<file path="src/rtl/bus_timer_pkg.sv">
// Shared constants for bus_timer: register offsets and CTRL/STAT bit positions.
package bus_timer_pkg;

  localparam int unsigned TMR_CTRL   = 0;
  localparam int unsigned TMR_PRESC  = 1;
  localparam int unsigned TMR_RELOAD = 2;
  localparam int unsigned TMR_COUNT  = 3;
  localparam int unsigned TMR_STAT   = 4;
  localparam int unsigned TMR_CAP    = 5;

  localparam int CTRL_RUN  = 0;
  localparam int CTRL_AUTO = 1;
  localparam int CTRL_IE   = 2;
  localparam int CTRL_W    = 3;

  localparam int STAT_UF = 0;
  localparam int STAT_CF = 1;

endpackage

</file>
<file path="src/rtl/bus_timer_if.sv">
// CPU-bus view of bus_timer: the CPU side drives the master modport, the timer the slave.
interface bus_timer_if #(
  parameter int WIDTH     = 32,
  parameter int ADDR_SIZE = 4
);
  logic                 cs;
  logic [ADDR_SIZE-1:0] addr;
  logic [WIDTH-1:0]     din;
  logic                 wen;
  logic [WIDTH-1:0]     dout;
  logic                 irq;
  logic                 cap_in;

  modport master (output cs, addr, din, wen, cap_in, input dout, irq);
  modport slave  (input cs, addr, din, wen, cap_in, output dout, irq);
endinterface

</file>
<file path="src/rtl/bus_timer_presc.sv">
// Prescaler for bus_timer: emits a one-clk tick every (div+1) clks while run is high.
module bus_timer_presc #(
  parameter int WIDTH = 32
) (
  input  logic             clk,
  input  logic             reset,
  input  logic             run,
  input  logic             restart,
  input  logic [WIDTH-1:0] div,
  output logic             tick
);
  logic [WIDTH-1:0] r_psc_cnt;

  assign tick = run & (r_psc_cnt == div);

  always_ff @(posedge clk or posedge reset) begin
    if (reset) begin
      r_psc_cnt <= '0;
    end else if (!run || restart || tick) begin
      // NOTE: sequential state always uses <= so every flop samples pre-edge values.
      r_psc_cnt <= '0;
    end else begin
      r_psc_cnt <= r_psc_cnt + WIDTH'(1);
    end
  end
endmodule

</file>
<file path="src/rtl/bus_timer.sv">
// Memory-mapped down-counter timer with one-shot/auto-reload and irq on underflow.
// Optional capture unit (CAP register, CF flag) is built only when BUS_TIMER_CAPTURE_EN is defined.
module bus_timer
  import bus_timer_pkg::*;
#(
  parameter int WIDTH     = 32,
  parameter int ADDR_SIZE = 4
) (
  input  logic       clk,
  input  logic       reset,
  bus_timer_if.slave bus
);
  logic [CTRL_W-1:0] r_ctrl;
  logic [WIDTH-1:0]  r_presc, r_reload, r_count;
  logic              r_uf;
  logic [WIDTH-1:0]  w_rdata, w_cap;
  logic              w_cf, w_tick, w_uf_evt, w_restart;
  logic              w_wr, w_wr_ctrl, w_wr_presc, w_wr_reload, w_wr_count, w_wr_stat;

  assign w_wr        = bus.cs & bus.wen;
  assign w_wr_ctrl   = w_wr & (bus.addr == ADDR_SIZE'(TMR_CTRL));
  assign w_wr_presc  = w_wr & (bus.addr == ADDR_SIZE'(TMR_PRESC));
  assign w_wr_reload = w_wr & (bus.addr == ADDR_SIZE'(TMR_RELOAD));
  assign w_wr_count  = w_wr & (bus.addr == ADDR_SIZE'(TMR_COUNT));
  assign w_wr_stat   = w_wr & (bus.addr == ADDR_SIZE'(TMR_STAT));
  assign w_restart   = w_wr_ctrl & bus.din[CTRL_RUN] & ~r_ctrl[CTRL_RUN];

  bus_timer_presc #(.WIDTH(WIDTH)) u_presc (
    .clk     (clk),
    .reset   (reset),
    .run     (r_ctrl[CTRL_RUN]),
    .restart (w_restart),
    .div     (r_presc),
    .tick    (w_tick)
  );

  assign w_uf_evt = w_tick & (r_count == '0);

  // CPU writes are applied last so they override the counter's own updates.
  always_ff @(posedge clk or posedge reset) begin
    if (reset) begin
      r_ctrl   <= '0;
      r_presc  <= '0;
      r_reload <= '0;
      r_count  <= '0;
      r_uf     <= 1'b0;
    end else begin
      if (w_wr_ctrl) begin
        r_ctrl <= bus.din[CTRL_W-1:0];
      end else if (w_uf_evt && !r_ctrl[CTRL_AUTO]) begin
        r_ctrl[CTRL_RUN] <= 1'b0;
      end
      if (w_wr_presc)  r_presc  <= bus.din;
      if (w_wr_reload) r_reload <= bus.din;
      if (w_wr_count) begin
        r_count <= bus.din;
      end else if (w_tick) begin
        if (r_count != '0)          r_count <= r_count - WIDTH'(1);
        else if (r_ctrl[CTRL_AUTO]) r_count <= r_reload;
      end
      r_uf <= (r_uf & ~(w_wr_stat & bus.din[STAT_UF])) | w_uf_evt;
    end
  end

`ifdef BUS_TIMER_CAPTURE_EN
  logic             r_cap_prev, r_cf;
  logic [WIDTH-1:0] r_cap;
  logic             w_cap_evt;

  assign w_cap_evt = bus.cap_in & ~r_cap_prev;

  always_ff @(posedge clk or posedge reset) begin
    if (reset) begin
      r_cap_prev <= 1'b0;
      r_cf       <= 1'b0;
      r_cap      <= '0;
    end else begin
      r_cap_prev <= bus.cap_in;
      if (w_cap_evt) r_cap <= r_count;
      r_cf <= (r_cf & ~(w_wr_stat & bus.din[STAT_CF])) | w_cap_evt;
    end
  end

  assign w_cf  = r_cf;
  assign w_cap = r_cap;
`else
  assign w_cf  = 1'b0;
  assign w_cap = '0;
`endif

  always_comb begin
    // NOTE: default assignment first keeps this block free of inferred latches.
    w_rdata = '0;
    if (bus.cs) begin
      case (bus.addr)
        ADDR_SIZE'(TMR_CTRL):   w_rdata[CTRL_W-1:0] = r_ctrl;
        ADDR_SIZE'(TMR_PRESC):  w_rdata = r_presc;
        ADDR_SIZE'(TMR_RELOAD): w_rdata = r_reload;
        ADDR_SIZE'(TMR_COUNT):  w_rdata = r_count;
        ADDR_SIZE'(TMR_STAT): begin
          w_rdata[STAT_UF] = r_uf;
          w_rdata[STAT_CF] = w_cf;
        end
        ADDR_SIZE'(TMR_CAP):    w_rdata = w_cap;
        default:                w_rdata = '0;
      endcase
    end
  end

  assign bus.dout = w_rdata;
  assign bus.irq  = r_ctrl[CTRL_IE] & (r_uf | w_cf);
endmodule

</file>
<file path="src/flat_wrapper.sv">
// flat-port wrapper written by rule: the top's interface ports become plain ports
module bus_timer_flat import bus_timer_pkg::*;
#(
  parameter int WIDTH     = 32,
  parameter int ADDR_SIZE = 4
)
  (clk, reset, bus_cs, bus_addr, bus_din, bus_wen, bus_cap_in, bus_dout, bus_irq);
  bus_timer_if #(.WIDTH(WIDTH), .ADDR_SIZE(ADDR_SIZE)) bus_i ();
  input  logic clk;
  input  logic reset;
  input wire logic [$bits(bus_i.cs)-1:0] bus_cs;
  input wire logic [$bits(bus_i.addr)-1:0] bus_addr;
  input wire logic [$bits(bus_i.din)-1:0] bus_din;
  input wire logic [$bits(bus_i.wen)-1:0] bus_wen;
  input wire logic [$bits(bus_i.cap_in)-1:0] bus_cap_in;
  output wire logic [$bits(bus_i.dout)-1:0] bus_dout;
  output wire logic [$bits(bus_i.irq)-1:0] bus_irq;
  assign bus_i.cs = bus_cs;
  assign bus_i.addr = bus_addr;
  assign bus_i.din = bus_din;
  assign bus_i.wen = bus_wen;
  assign bus_i.cap_in = bus_cap_in;
  assign bus_dout = bus_i.dout;
  assign bus_irq = bus_i.irq;
  bus_timer #(.WIDTH(WIDTH), .ADDR_SIZE(ADDR_SIZE)) u_core (.clk(clk), .reset(reset), .bus(bus_i));
endmodule
</file>
<file path="config.mk">
export PLATFORM = sky130hd
export DESIGN_NAME = bus_timer_flat
export DESIGN_NICKNAME = d
export VERILOG_FILES = /design/src/rtl/bus_timer_pkg.sv /design/src/rtl/bus_timer_if.sv /design/src/rtl/bus_timer_presc.sv /design/src/rtl/bus_timer.sv /design/src/flat_wrapper.sv
export SDC_FILE = /design/constraint.sdc
export NUM_CORES = 1
export LEC_CHECK = 0
export CORE_ASPECT_RATIO = 1.2
export CORE_MARGIN = 1
export CORE_UTILIZATION = 58
export CTS_CLUSTER_SIZE = 25
export DETAILED_ROUTE_END_ITERATION = 8
export HOLD_SLACK_MARGIN = 0.05
export PLACE_DENSITY = 0.86
export SLEW_MARGIN = 20
export SYNTH_ARGS = -nofsm -noshare
export SYNTH_HDL_FRONTEND = slang
export SYNTH_SLANG_ARGS = --single-unit
</file>
<file path="constraint.sdc">
create_clock -name clk -period 4.9 [get_ports clk]
set_input_delay 0.735 -clock clk [delete_from_list [all_inputs] [get_ports clk]]
set_output_delay 0.735 -clock clk [all_outputs]
set_load 0.01 [all_outputs]
</file>
* Word level (Yosys, flattened, before mapping) *
Cells that the tools add are included.

operators by class
  eq/ne operators = 5
  $add $sub $neg = 2
  reductions and logical operators = 12
  muxes and demuxes = 11
  bitwise logic cells = 16

operator list
  kind                   number
  $mux 32                6
  $pmux 29 s3            1
  $add 32x1->32 const B  1
  $eq 32x32->1           1
  $logic_not 32->1       1
  $reduce_bool 32->1     1
  $sub 32x1->32 const B  1
  $and 1x1->1            13
  $pmux 2 s5             1
  $eq 4x2->1 const B     2
  $eq 4x1->1 const B     1
  $eq 4x3->1 const B     1
  $logic_not 4->1        1
  $pmux 1 s4             1
  $reduce_bool 2->1      2
  $reduce_bool 3->1      1
  $logic_not 1->1        2
  $logic_or 1x1->1       2
  $mux 1                 2
  $not 1->1              2
  $reduce_and 2->1       1
  $logic_and 1x1->1      1
  $or 1x1->1             1

word-level totals
  output and inout port bits = 33
  logic and storage cells = 53
  register bits = 132
  input bits = 41

* Longest topological paths before layout *
  depth after elaboration = 7
  mapped depth = 11
  mapped depth without buffers = 8

* Cells and area by module *
From an unflattened synthesis, not the netlist that was laid out.

second synthesis, totals
  cell total of the unflattened synthesis = 789
  area, all modules = 7856.3 µm²

modules (own cells, without submodules)
  module           area each (µm²)  cells each  sequential area each (µm²)  instances
  bus_timer        5931.9           586         2502.4                      1
  bus_timer_presc  1924.3           203         800.8                       1

* Worst setup path before layout *
Ideal clock, no wire load.

  kind = in2out
  from = input port bus_addr[0]
  to = output port bus_dout[20]
  path buffers = 3
  stages on the path = 6
  data required time = 4.165 ns
  arrival time = 2.151 ns
  path slack = 2.014 ns
  cell sequence = clkbuf_1 > nor2b_1 > clkbuf_1 > clkbuf_1 > a22oi_1 > nor2_1

on the way
  cells in the longest elaborated chain, start to end = 3
  elaborated cells between the ends (all ways) = 5
  classes of those cells = eq/ne: 3; mux: 2

RTL lines
  item                                             RTL line            source
  start, declared                                  flat_wrapper.sv:12  input wire logic [$bits(bus_i.addr)-1:0] bus_addr;
  $eq 4x2->1 / $eq 4x1->1 (equally long branches)  bus_timer.sv:95     case (bus.addr)
  $pmux 29 s3 (*)                                  bus_timer.sv:95
  $mux 32 (*)                                      bus_timer.sv:94     if (bus.cs) begin
  end, declared                                    flat_wrapper.sv:16  output wire logic [$bits(bus_i.dout)-1:0] bus_dout;

Mark *: on every way between the ends. The rest lies on a longest branch, timed or not.

* Worst setup path in the final report *
  from = input port bus_addr[0]
  to = output port bus_dout[0]

on the way
  cells in the longest elaborated chain, start to end = 3
  elaborated cells between the ends (all ways) = 7
  classes of those cells = eq/ne: 4; mux: 2; reduce/logical: 1

RTL lines
  item                                RTL line
  $eq 4x3->1 (tied with other cells)  bus_timer.sv:95
  $pmux 2 s5 (*)                      bus_timer.sv:95
  $mux 32 (*)                         bus_timer.sv:94

Marked as above.

==> impl_metrics.toml <==
[global_route]
grt_usage_pct = 32.7
grt_pass1_vias = 6738
antenna_found_initial = 0
grt_pass1_wl_mm = 34.7
grt_max_degree = 70
grt-ovfl-total = 0

[final_layout]
regArea_mm2 = 0.00330
fin_area_mm2 = 0.00932
drive_above_1_share_pct = 17.9
final_core_util_pct = 70.4
multi_input_area_mm2 = 0.00430
layout-area-overhead-vs-synth_pct = 18.1
diodes = 0
fill_cells = 951
layout.nets = 903
stdcell_count = 1040

[synth]
ys_seq_elements = 132
async_flop_share_pct = 100
syn_inst = 805
syn-cell-area_mm2 = 0.00789
seq_area_frac_synth_pct = 41.9
yosys_warnings = 0
synth.largest_area_cell = "dfrtp_1"
yosys.area.top_type_share_pct = 41.9
syn_nets = 849
synth_cell_type_count = 61
synth_area_leaders = "dfrtp_1 42%, mux2_2 14%, xnor2_1 4.8%"
syn_area_per_cell_um2 = 9.80
synth_edf_count = 0
ys.flop_type = "dfrtp_1"

[drt]
finalWirelength_mm = 21.6
avgViaCountPerCell = 6.47
firstDrtPassIters = 5
drc = 0
first_iter_violations = 477
wire_per_inst_um = 20.8
dr_total_vias = 6733
postRouteAntennaNets = 0

[cts]
cts_hold_buf = 0
ctsHtreeMaxLevel = 4
cts-root-buf = "clkbuf_16"
cts_tree = "yes"
clk_latency_ps = 430
cts_buffer_depth = 2
ctsResizeCount = 0
numCtsBuffers = 17
clock_sinks = 132
cts_setup_buffers = 0
clkTransAtPathRegs_ps = 60

[power]
power_w = 0.00346
powerDensity_mw_per_mm2 = 371
combPwrFrac_pct = 19.7
power_switching_w = 0.00104
switching_share_pct = 30.0
seqPwrFrac_pct = 43.6
p_int_w = 0.00242
clockPowerShare_pct = 36.7
leakagePower_nw = 3.73
vdd_ir_drop_max_v = 0.000256

[critical_path]
path_delay_family = "buffers and inverters"
crit_path_top_delay_cell = "buf_2"
endpoint = "bus_dout[0]"
path_cells = "buf_2 > mux4_2 > nor2b_1 > a31oi_1 > nor3b_1 > clkdlybuf4s50_1"
timing.critical_path.buf_inv = 2
rr_startpoint = "u_core.r_count[0]$_DFFE_PP0P_"
worstRegToRegCells = 8
crit_type = "input port to output port"
arrival_ps = 3060
slowest_delay_ps = 760
cp.depth = 6
r2r_slack_ps = 1520
startpoint = "bus_addr[0]"
start_kind = "input port"
r2r_end = "u_core.r_count[18]$_DFFE_PP0P_"
critPathRequiredTime_ps = 4160
cp_max_fo = 37
end_kind = "output port"

[sta]
finClkSkew_ps = 6.93
maxSlewHeadroom_pct = 21.8
finalSetupTns_ps = 0
min_period_over_period_pct = 77.5
worst_slew_pin_slew_ps = 1170
fmax_mhz = 263
hold_viol = 0
setup_violations = 0
period_minus_slack_ps = 3800
rsz0062_at_grt = "false"
drv_slew = 0

[placement]
place.gp.congestion = 0.947
dpl_cell_area_mm2 = 0.00872
placed_cells = 1008
io_buffers = 72
dp_hpwl_mm = 14.6

[min_path]
hold_class = "flip-flop to flip-flop"

[outcome]
status = "complete, no violations"

[flow_run]
drv_cap = 0

[die]
die_area_mm2 = 0.0141
die_height_um = 130
rows = 46
die_w_um = 108
io_pins = 74
start_util_pct = 59.6
core_mm2 = 0.0132
[per-stage QoR]
stage	hold slack [ps]	setup WS, ps
6_report	515	1100
2_1_floorplan	465	639
4_1_cts	515	1140
5_1_grt	549	1070
3_5_place_dp	502	1150
3_3_place_gp	492	1230
[sequential cells by signal (all words and copies together) (netlist names)]
name / count
u_core.r_uf: 1
u_core.r_count: 32
u_core.r_presc: 32
u_core.r_ctrl: 3
u_core.r_reload: 32
u_core.u_presc.r_psc_cnt: 32
[area by class of cell]
class / instances / area share [%]
Inverter: 16 / 0.671
Clock buffer: 20 / 5.01
Timing Repair Buffer: 85 / 9.13
Clock inverter: 12 / 1.40
Multi-Input combinational cell: 607 / 46.1
Sequential cell: 132 / 35.4
Tap cell: 168 / 2.26
[per-layer routing]
layer  wire [um]  GRT usage [%]  part of all wire (%)  vias to the layer above
li1            -              -                     -                     3043
met1        8400           40.3                    39                     3277
met2       10800           54.7                    50                      347
met3        1530           5.89                   7.1                       66
met4         901           17.4                   4.2                        0
met5           0              0                     0                        -
[tightest hold or removal path, stage by stage (launching register included)]
cell and delay [ps]:
dfrtp_1 360, nand2_1 50, o21ai_0 70
[logic make-up (layout without fill, tap and decap cells)]
family,after synthesis,after routing,synth area share [%]
simple gates,292,292,18.4
xor+xnor,69,69,7.66
mux,109,109,15.8
buf+inv,66,133,3.89
compound gates,134,134,11.8
fa+ha+maj,3,3,0.476
flops,132,132,41.9
[power by group through the flow]
stage               combinational, W  clock, W  sequential [W]
floorplan                   0.000512         0         0.00143
global placement            0.000644         0         0.00150
detailed placement          0.000667         0         0.00151
CTS                         0.000679   0.00128         0.00150
global route                0.000746   0.00132         0.00153
finish                      0.000682   0.00127         0.00151
[synthesized netlist by cell type (6+ instances only)]
| master | n |
|---|---|
| dfrtp_1 | 132 |
| nor2_1 | 99 |
| mux2_2 | 97 |
| nand2_1 | 52 |
| xnor2_1 | 43 |
| clkbuf_1 | 33 |
| a22oi_1 | 30 |
| nand3_1 | 27 |
| xor2_1 | 26 |
| o21ai_0 | 25 |
| a211oi_1 | 24 |
| nand4_1 | 22 |
| nor4_1 | 19 |
| nor3_1 | 18 |
| inv_1 | 16 |
| and3_1 | 10 |
| nand2b_1 | 10 |
| a31oi_1 | 9 |
| mux2i_1 | 9 |
| o31ai_1 | 8 |
| a21oi_1 | 7 |
| buf_1 | 6 |
[layout by cell type, fill, tap and decap left out, types with 25 or more instances in the layout]
cell type        count
mux2_2              97
xnor2_1             43
xor2_1              26
a22oi_1             30
nor2_1              99
nand3_1             27
nand2_1             52
clkdlybuf4s50_1     71
o21ai_0             25
dfrtp_1            132
[worst min-delay path by stage]
stage	startpoint	end	cells after the start
global placement	u_core.r_reload[0]$_DFFE_PP0P_	u_core.r_reload[0]$_DFFE_PP0P_	2
floorplan	u_core.r_reload[0]$_DFFE_PP0P_	u_core.r_reload[0]$_DFFE_PP0P_	2
finish	u_core.r_reload[0]$_DFFE_PP0P_	u_core.r_reload[0]$_DFFE_PP0P_	2
CTS	u_core.r_reload[0]$_DFFE_PP0P_	u_core.r_reload[0]$_DFFE_PP0P_	2
global route	u_core.r_reload[30]$_DFFE_PP0P_	u_core.r_reload[30]$_DFFE_PP0P_	1
detailed placement	u_core.r_reload[0]$_DFFE_PP0P_	u_core.r_reload[0]$_DFFE_PP0P_	2
No activity file was read; power rests on OpenSTA's default activity.
